===== config.mk =====
export PLATFORM = sky130hd
export DESIGN_NAME = state_machine
export DESIGN_NICKNAME = d
export VERILOG_FILES = /design/src/rtl/state_machine.sv
export SDC_FILE = /design/constraint.sdc
export NUM_CORES = 1
export LEC_CHECK = 0
export CAP_MARGIN = 25
export CORE_AREA = 2 2 39 41
export CTS_CLUSTER_DIAMETER = 80
export DETAILED_ROUTE_END_ITERATION = 8
export DIE_AREA = 0 0 41 43
export PLACE_DENSITY = 0.66
export SKIP_LAST_GASP = 1
export SYNTH_ARGS = -nofsm -noshare
export SYNTH_HDL_FRONTEND = slang
export SYNTH_SLANG_ARGS = --single-unit
export TNS_END_PERCENT = 1

===== constraint.sdc =====
create_clock -name clk -period 1.8 [get_ports clk]
set_clock_uncertainty 0.2 [all_clocks]
set_input_delay 0.36 -clock clk [delete_from_list [all_inputs] [get_ports clk]]
set_output_delay 0.36 -clock clk [all_outputs]
set_load 0.02 [all_outputs]

===== src/rtl/state_machine.sv =====
// Three-channel alarm controller: debounces sensors, sounds the highest-priority qualified buzzer.
// Latency: buzzer rises DEBOUNCE+1 edges after sensor is first sampled high; falls 2 edges after release.
// Backpressure: none; sensors are sampled every cycle and buzzers are pure Moore decodes.
module state_machine #(
    parameter int DEBOUNCE  = 2,
    parameter int BEEP_HALF = 2
) (
    input  logic clk,
    input  logic reset,
    input  logic sensor1,
    input  logic sensor2,
    input  logic sensor3,
    output logic buzzer1,
    output logic buzzer2,
    output logic buzzer3
);

    // Counter widths sized so the saturation value and the beep period both fit.
    localparam int CW = (DEBOUNCE + 1 > 2) ? $clog2(DEBOUNCE + 1) : 1;
    localparam int PW = (2 * BEEP_HALF > 2) ? $clog2(2 * BEEP_HALF) : 1;

    localparam logic [CW-1:0] DB_MAX  = CW'(DEBOUNCE);
    localparam logic [PW-1:0] PH_LAST = PW'(2 * BEEP_HALF - 1);
    localparam logic [PW-1:0] PH_HALF = PW'(BEEP_HALF);

    localparam logic [1:0] IDLE   = 2'd0;
    localparam logic [1:0] ALARM1 = 2'd1;
    localparam logic [1:0] ALARM2 = 2'd2;
    localparam logic [1:0] ALARM3 = 2'd3;

    logic [2:0]    sensor_v;
    logic [CW-1:0] cnt_q [3];
    logic [CW-1:0] cnt_d [3];
    logic [2:0]    qual;
    logic [1:0]    state;
    logic [1:0]    state_d;
    logic [PW-1:0] phase;
    logic [PW-1:0] phase_d;

    // Index 0 is the lowest-priority channel so bit position matches channel number minus one.
    assign sensor_v = {sensor3, sensor2, sensor1};

    // Next debounce count: saturate while high, clear on any low sample.
    always_comb begin
        for (int i = 0; i < 3; i++) begin
            cnt_d[i] = '0;
            if (sensor_v[i]) begin
                cnt_d[i] = (cnt_q[i] == DB_MAX) ? cnt_q[i] : cnt_q[i] + 1'b1;
            end
        end
    end

    // Debounce counters and qualified flags; a flag tracks whether the new count hit saturation.
    always_ff @(posedge clk or posedge reset) begin
        if (reset) begin
            for (int i = 0; i < 3; i++) begin
                cnt_q[i] <= '0;
            end
            qual <= '0;
        end else begin
            for (int i = 0; i < 3; i++) begin
                cnt_q[i] <= cnt_d[i];
                qual[i]  <= (cnt_d[i] == DB_MAX);
            end
        end
    end

    // Priority select from the registered flags; preemption works in both directions every cycle.
    always_comb begin
        state_d = IDLE;
        if (qual[2]) begin
            state_d = ALARM3;
        end else if (qual[1]) begin
            state_d = ALARM2;
        end else if (qual[0]) begin
            state_d = ALARM1;
        end
    end

    // Beep phase restarts on every state change so a new alarm always opens with the high half.
    always_comb begin
        phase_d = '0;
        if (state_d != IDLE && state_d == state) begin
            phase_d = (phase == PH_LAST) ? '0 : phase + 1'b1;
        end
    end

    // State and phase registers.
    always_ff @(posedge clk or posedge reset) begin
        if (reset) begin
            state <= IDLE;
            phase <= '0;
        end else begin
            state <= state_d;
            phase <= phase_d;
        end
    end

    // Moore decode: only the channel owning the state can drive, so at most one buzzer is high.
    assign buzzer1 = (state == ALARM1) && (phase < PH_HALF);
    assign buzzer2 = (state == ALARM2) && (phase < PH_HALF);
    assign buzzer3 = (state == ALARM3) && (phase < PH_HALF);

endmodule


Yosys cells after proc, flatten, opt, wreduce, memory -nomap -nowiden. Cells that the tools add are included.

Flip-flop bits (word level): 13. RAM bits: 0. Output and inout port bits: 3. Memories: 0. Bits in read-only memories: 0. Word-level logic and storage cells: 38. Latch bits: 0. Bits of input ports: 5.

Divide/modulo/power cells: 0. $lt $le $gt $ge: 1. Shift operators: 0. $mul: 0. Bitwise gates (word level): 0. $add $sub $neg: 4. Equality and inequality tests: 11. Multiplexer cells: 11. Reduce and logical (&&, ||, !) cells: 5.

Operators with widths (count): 2-bit 2-to-1 mux (10); 2-bit equality test (second input constant) (9); 2-bit by 1-bit adder with 2-bit output (second input constant) (4); 1-bit logical AND (4); 2-bit by 1-bit equality test with 1-bit output (second input constant) (1); 2-bit equality test (1); 2-bit < comparator (second input constant) (1); 2-bit nonzero test (1); 1-bit 2-to-1 mux (1).

Logic depth before layout (Yosys ltp). Gate-level depths: netlist of run 1.

Depth after elaboration: 6. Gate-level depth with buffers: 4.

Worst setup path after synthesis of run 1. Ideal clock, no wire load.

Path kind: register to output. Start point: register state[1]. End point: output buzzer1. Arrival time: 0.942 ns. Buffers on the path: 0. Stages on the path, launching flop included: 2. Path slack: 0.298 ns. Required time: 1.240 ns. Path through: dfrtp_1 > nor3b_1.

Word-level cells in the longest chain between the ends: 2.

RTL lines: start, declared (line 35) `logic [1:0] state;`; start signal, assigned (line 94) `state <= state_d;`; 2-bit by 1-bit equality test with 1-bit output (line 100) `assign buzzer1 = (state == ALARM1) && (phase < PH_HALF);`; 1-bit logical AND (line 100); end, declared (line 13) `output logic buzzer1,`.

No other way between the ends.

Final worst setup path of run 1.
Start point: register state[0]. End point: output buzzer2.

Word-level cells in the longest chain between the ends: 2.

RTL lines: 2-bit equality test (line 101) `assign buzzer2 = (state == ALARM2) && (phase < PH_HALF);`; 1-bit logical AND (line 101); end, declared (line 14) `output logic buzzer2,`.

No other way between the ends.

==> results of run 1 <==
[power by group]
group	total, mW	switching [mW]	internal [mW]
Clock	0.173	0.0869	0.0857
Combinational	0.162	0.0722	0.0900
Sequential	0.362	0.0238	0.339
Total	0.697	0.183	0.514
[registers in the layout (all words and copies together), names as in the netlist]
| signal | cells |
|---|---|
| phase | 2 |
| qual | 3 |
| state | 2 |
| cnt_q | 6 |
[metal layers]
metal	GRT usage, %	part of all wire (%)	vias to the layer above
li1	-	-	173
met1	14.4	46	153
met2	14.1	47	7
met3	4.71	4.8	2
met4	12.0	1.8	0
met5	0	0	-
[area by class of cell]
cell class,count,area (sq um)
repair buffers,9,85.1
clock buffers,4,26.3
inverters,8,30.0
well taps,16,20.0
multi-input cells,24,196
flip-flops and latches,13,325
fillers,142,701
[synth_stat cells]
| cell | number |
|---|---|
| nand3_1 | 1 |
| nor2b_1 | 3 |
| a21o_1 | 2 |
| nand3b_1 | 1 |
| or2_2 | 1 |
| ha_1 | 4 |
| inv_1 | 8 |
| a211oi_2 | 1 |
| a21boi_0 | 1 |
| dfrtp_1 | 13 |
| and2_1 | 6 |
| nor3b_1 | 2 |
| nand4bb_1 | 1 |
| and3b_2 | 1 |
[cell usage in the layout, fill, tap and decap left out, types with 2 or more instances in the layout]
cell type and n:
dfrtp_1 13, inv_1 8, and2_1 6, ha_1 4, clkdlybuf4s50_1 4, nor2b_1 3
clkbuf_4 3, a21o_1 2, nor3b_1 2, dlygate4sd2_1 2, buf_4 2
[worst max-delay path, stage by stage, from the launching register on]
cell and delay [ns]:
dfrtp_1 0.41, nor3b_1 0.19, dlygate4sd2_1 0.35
[worst min-delay path by stage]
stage               startpoint        to  slack (ns)
floorplan                reset  cnt_q[0]        0.04
global placement      phase[0]  phase[0]        0.24
detailed placement    phase[0]  phase[0]        0.23
CTS                      reset  cnt_q[3]        0.21
global route             reset  cnt_q[1]        0.26
finish                   reset  cnt_q[3]        0.20
[what timing repair did]
action / in CTS / in global routing
hold buffers: 0 / 0
resized for setup: 2 / 1
endpoints found under the setup margin: 3 / 3
cloned: 0 / 0
[cell families (layout without fill, tap and decap cells)]
group / count (synthesis) / in the layout
buffers and inverters: 8 / 21
AND/OR/NAND/NOR: 16 / 16
flip-flops: 13 / 13
adder cells (fa/ha/maj): 4 / 4
AO/OA/AOI/OAI: 4 / 4
[metrics by stage]
| step | total power, mW | TNS [ns] | setup WS (ns) |
|---|---|---|---|
| floorplan | 0.470 | 0 | 0.298 |
| global placement | 0.540 | 0 | 0.0296 |
| detailed placement | 0.544 | 0 | 0.0303 |
| CTS | 0.719 | -0.280 | -0.275 |
| global route | 0.756 | -0.0680 | -0.0377 |
| finish | 0.697 | 0 | 0.0223 |
==> flow_metrics.tcl, run 1 <==
set metrics [dict create \
    status "finished, final reports clean" \
    synth_cells 45 \
    cts_root_buf "clkbuf_4" \
    grt_usage_pct 11.7 \
    synthSimpleGateAreaFrac_pct 20.2 \
    cp-end-kind "primary output" \
    initial_utilization_pct 39.9 \
    synth_top_family_by_area "simple AND/OR/NAND/NOR gates" \
    cts.clk_slew.worst_paths_ns 0.07 \
    antenna_found_initial 0 \
    critPathMaxFanout 4 \
    ys_seq_area_share_pct 59.0 \
    setup_viol 0 \
    endpoint "buzzer2" \
    drtIter0Drc 0 \
    avgViaCountPerCell 4.53 \
    grt_overflow 0 \
    synth_compound_area_share_pct 6.35 \
    yosys.area.top_type "dfrtp_1" \
    vias 335 \
    diodes 0 \
    whs_ns 0.201 \
    critical_path_class "register to primary output" \
    slew_headroom_pct 68.3 \
    synth-adder-area-share_pct 9.07 \
    design_area_sq_um 683 \
    crit_start "state[0]" \
    syn-num-nets 54 \
    dp_cells 70 \
    num_rows 14 \
    synth-xor-area-share_pct 0 \
    start_kind "register" \
    rsz0062_at_grt "true" \
    worst_pin_slew_ns 0.475 \
    drive_gt1_share_pct 13.8 \
    worstHoldPathType "input port to async pin" \
    ys_ff_latch 13 \
    synthMuxAreaShare_pct 0 \
    drt_wl_total_um 681 \
    numPortBuffers 7 \
    hold_viol_final 0 \
    core-area_sq_um 1380 \
    ys_top_cells_by_area "dfrtp_1 (59%), ha_1 (9.1%), and2_1 (6.8%)" \
    cts_tree "built" \
    drv_slew 0 \
    crit_required_ns 1.24 \
    placed_area_sq_um 657 \
    ant_nets 0 \
    grt_pass1_vias 323 \
    clk_latency_ns 0.27 \
    die_w_um 41 \
    syn_to_final_growth_pct 23.8 \
    stdcell_count 74 \
    wire_per_inst_um 9.20 \
    clk_path_buf_depth 2 \
    syn_area_sq_um 552 \
    dp_hpwl_um 499 \
    arrival_ns 1.22 \
    drtPass1Iterations 1 \
    power_density_nw_per_um2 1020 \
    r2r.worst_path.cells 4 \
    synth_top_area_share_pct 59.0 \
    synth-warning-count 0 \
    cts_inserted_buffers 3 \
    post-route-period-util_pct 98.8 \
    worstReg2RegStart "state[1]" \
    io_pins 8 \
    final_util_pct 49.4 \
    clock-sinks 13 \
    drc_errors 0 \
    reg2reg_slack_ns 0.43 \
    cap_violations 0 \
    die-area_sq_um 1760 \
    gp_congestion 0.599 \
    worst_r2r_endpoint "phase[0]" \
    cts_setup_buffers 0 \
    max_freq_mhz 563 \
    grt_pass1_wl_mm 1.28 \
    htreeDepth 1 \
    vdd_drop_max_mv 0.378 \
    p_leak_nw 0.363 \
    syn_area_per_cell_sq_um 12.3 \
    finalCriticalPeriod_ns 1.78 \
    fp.dieH_um 43 \
    grt_max_degree 14 \
    nNetsFinal 68 \
    ys_types 14 \
]
(Power assumes the default switching activity.)
==> inputs of run 2 (changes only) <==
--- a/config.mk
+++ b/config.mk
@@ -6,11 +6,11 @@
 export NUM_CORES = 1
 export LEC_CHECK = 0
 export CAP_MARGIN = 25
-export CORE_AREA = 2 2 39 41
+export CORE_MARGIN = 2
+export CORE_UTILIZATION = 40
 export CTS_CLUSTER_DIAMETER = 80
 export DETAILED_ROUTE_END_ITERATION = 8
-export DIE_AREA = 0 0 41 43
-export PLACE_DENSITY = 0.66
+export PLACE_DENSITY = 0.64
 export SKIP_LAST_GASP = 1
 export SYNTH_ARGS = -nofsm -noshare
 export SYNTH_HDL_FRONTEND = slang
==> run 2 against run 1 <==
Net effect: sequential power is essentially flat; first-iteration DRC count is the same; worst hold slack worse by 0.0044 ns; sequential cell count stayed put; combinational power grew 4%; non-clock buffer count is the same; wire length increased by 12%; sequential share of layout area up 0.087 points; fmax fell by 1.2%; total power is 1.0% higher; critical path depth did not move; largest cell class unchanged.
==> flow_metrics.tcl, run 2 (same netlist as run 1, synthesis figures left out) <==
set metrics [dict create \
    drt_wl_total_um 763 \
    cp_cell_sequence "and3b_2, dlygate4sd2_1" \
    critPathMaxStageDelay_ns 0.42 \
    start_kind "register" \
    drc_errors 0 \
    avgViaCountPerCell 4.53 \
    grt_max_degree 14 \
    worstHoldPathType "input port to async pin" \
    cp-end-kind "primary output" \
    cap_violations 0 \
    grt_pass1_vias 352 \
    cts.clk_slew.worst_paths_ns 0.07 \
    drtPass1Iterations 1 \
    final_util_pct 52.4 \
    diodes 0 \
    worst_pin_slew_ns 0.473 \
    mostFrequentLayoutCell "dfrtp_1" \
    nNetsFinal 68 \
    cp_top_family "flip-flops" \
    slew_headroom_pct 68.4 \
    critical_path_class "register to primary output" \
    ant_nets 0 \
    gp_congestion 0.641 \
    grt_overflow 0 \
    status "finished, final reports clean" \
    die-area_sq_um 1690 \
    syn_to_final_growth_pct 23.6 \
    vdd_drop_max_mv 0.510 \
    reg_top3 "cnt_q: 6 flops, qual: 3 flops" \
    dp_hpwl_um 581 \
    n_fill_cell 133 \
    vias 331 \
    critPathMaxFanout 4 \
    num_rows 13 \
    reg2reg_slack_ns 0.39 \
    clk_latency_ns 0.27 \
    largest_reg_flops 6 \
    drive_gt1_share_pct 13.8 \
    hold_viol_final 0 \
    clk_path_buf_depth 2 \
    drtIter0Drc 0 \
    drv_slew 0 \
    cts_inserted_buffers 3 \
    max_freq_mhz 556 \
    grt_usage_pct 14.3 \
    crit_buf_inv 1 \
    fp.dieH_um 41.1 \
    whs_ns 0.196 \
    cts_root_buf "clkbuf_4" \
    crit_path_top_delay_cell "dfrtp_1" \
    htreeDepth 1 \
    io_pins 8 \
    arrival_ns 1.24 \
    cts_tree "built" \
    fin_setup_tns_ns 0 \
    finalCriticalPeriod_ns 1.80 \
    max_flop_register "cnt_q" \
    wire_per_inst_um 10.5 \
    p_leak_nw 0.362 \
    rsz0062_at_grt "true" \
    initial_utilization_pct 42.4 \
    grt_pass1_wl_mm 1.39 \
    clock-sinks 13 \
    setup_viol 0 \
    die_w_um 41.1 \
    post-route-period-util_pct 99.9 \
    core-area_sq_um 1300 \
    power_density_nw_per_um2 1030 \
    numPortBuffers 7 \
    antenna_found_initial 0 \
    final_cell_mix "dfrtp_1 (13), inv_1 (8), and2_1 (6), ha_1 (4), clkdlybuf4s50_1 (4)" \
    crit_required_ns 1.24 \
]
-- run 2: cell counts in the layout (fill, tap and decap cells not counted) --
No cell type changed its count.
-- run 2: layer usage --
metal	routed length [um]	GRT usage, %	share of wire [%]	vias to the layer above
met4	10	14.5	1.3	0
met2	370	23.4	48	8
met3	31	4.89	4.1	2
li1	-	-	-	172
met5	0	0	0	-
met1	349	13.2	46	149
-- run 2: timing repair --
| item | 4_1_cts | 5_1_grt |
|---|---|---|
| gates resized for setup | 2 | 1 |
| endpoints found under the hold margin | 0 | 0 |
| setup endpoints to repair | 3 | 3 |
| setup buffers | 0 | 0 |
| hold buffers | 0 | 0 |
-- run 2: metrics by stage --
stage / area (sq um) / worst slack [ns] / total power, mW / instances
after floorplan: 552 / 0.298 / 0.470 / 45
after global placement: 656 / 0.0297 / 0.540 / 69
after detailed placement: 656 / 0.0227 / 0.546 / 69
after CTS: 679 / -0.275 / 0.724 / 73
after global routing: 682 / -0.0673 / 0.757 / 73
final: 682 / 0.00103 / 0.704 / 73
-- run 2: cell type report --
type	instances	area, sq um	area share, %
multi-input combinational	24	196	28.8
tap	15	18.8	2.75
sequential	13	325	47.7
clock buffer	4	26.3	3.85
inverter	8	30.0	4.40
timing repair buffer	9	85.1	12.5
-- run 2: final timing paths --
check / from / end / cells past startpoint
setup / recovery: phase[1] / buzzer3 / 2
hold / removal: reset / cnt_q[4] / 2
setup reg to reg: state[1] / phase[0] / 4
hold reg to reg: phase[0] / phase[0] / 1
max in group asynchronous: reset / cnt_q[0] / 2
min in group clk: phase[0] / phase[0] / 1
-- run 2: power breakdown --
group          leakage, nW  switching, mW  total [mW]  internal [mW]
logic                0.173         0.0750       0.168         0.0933
registers            0.173         0.0243       0.363          0.339
clock network       0.0150         0.0874       0.173         0.0858
total                0.362          0.187       0.704          0.518
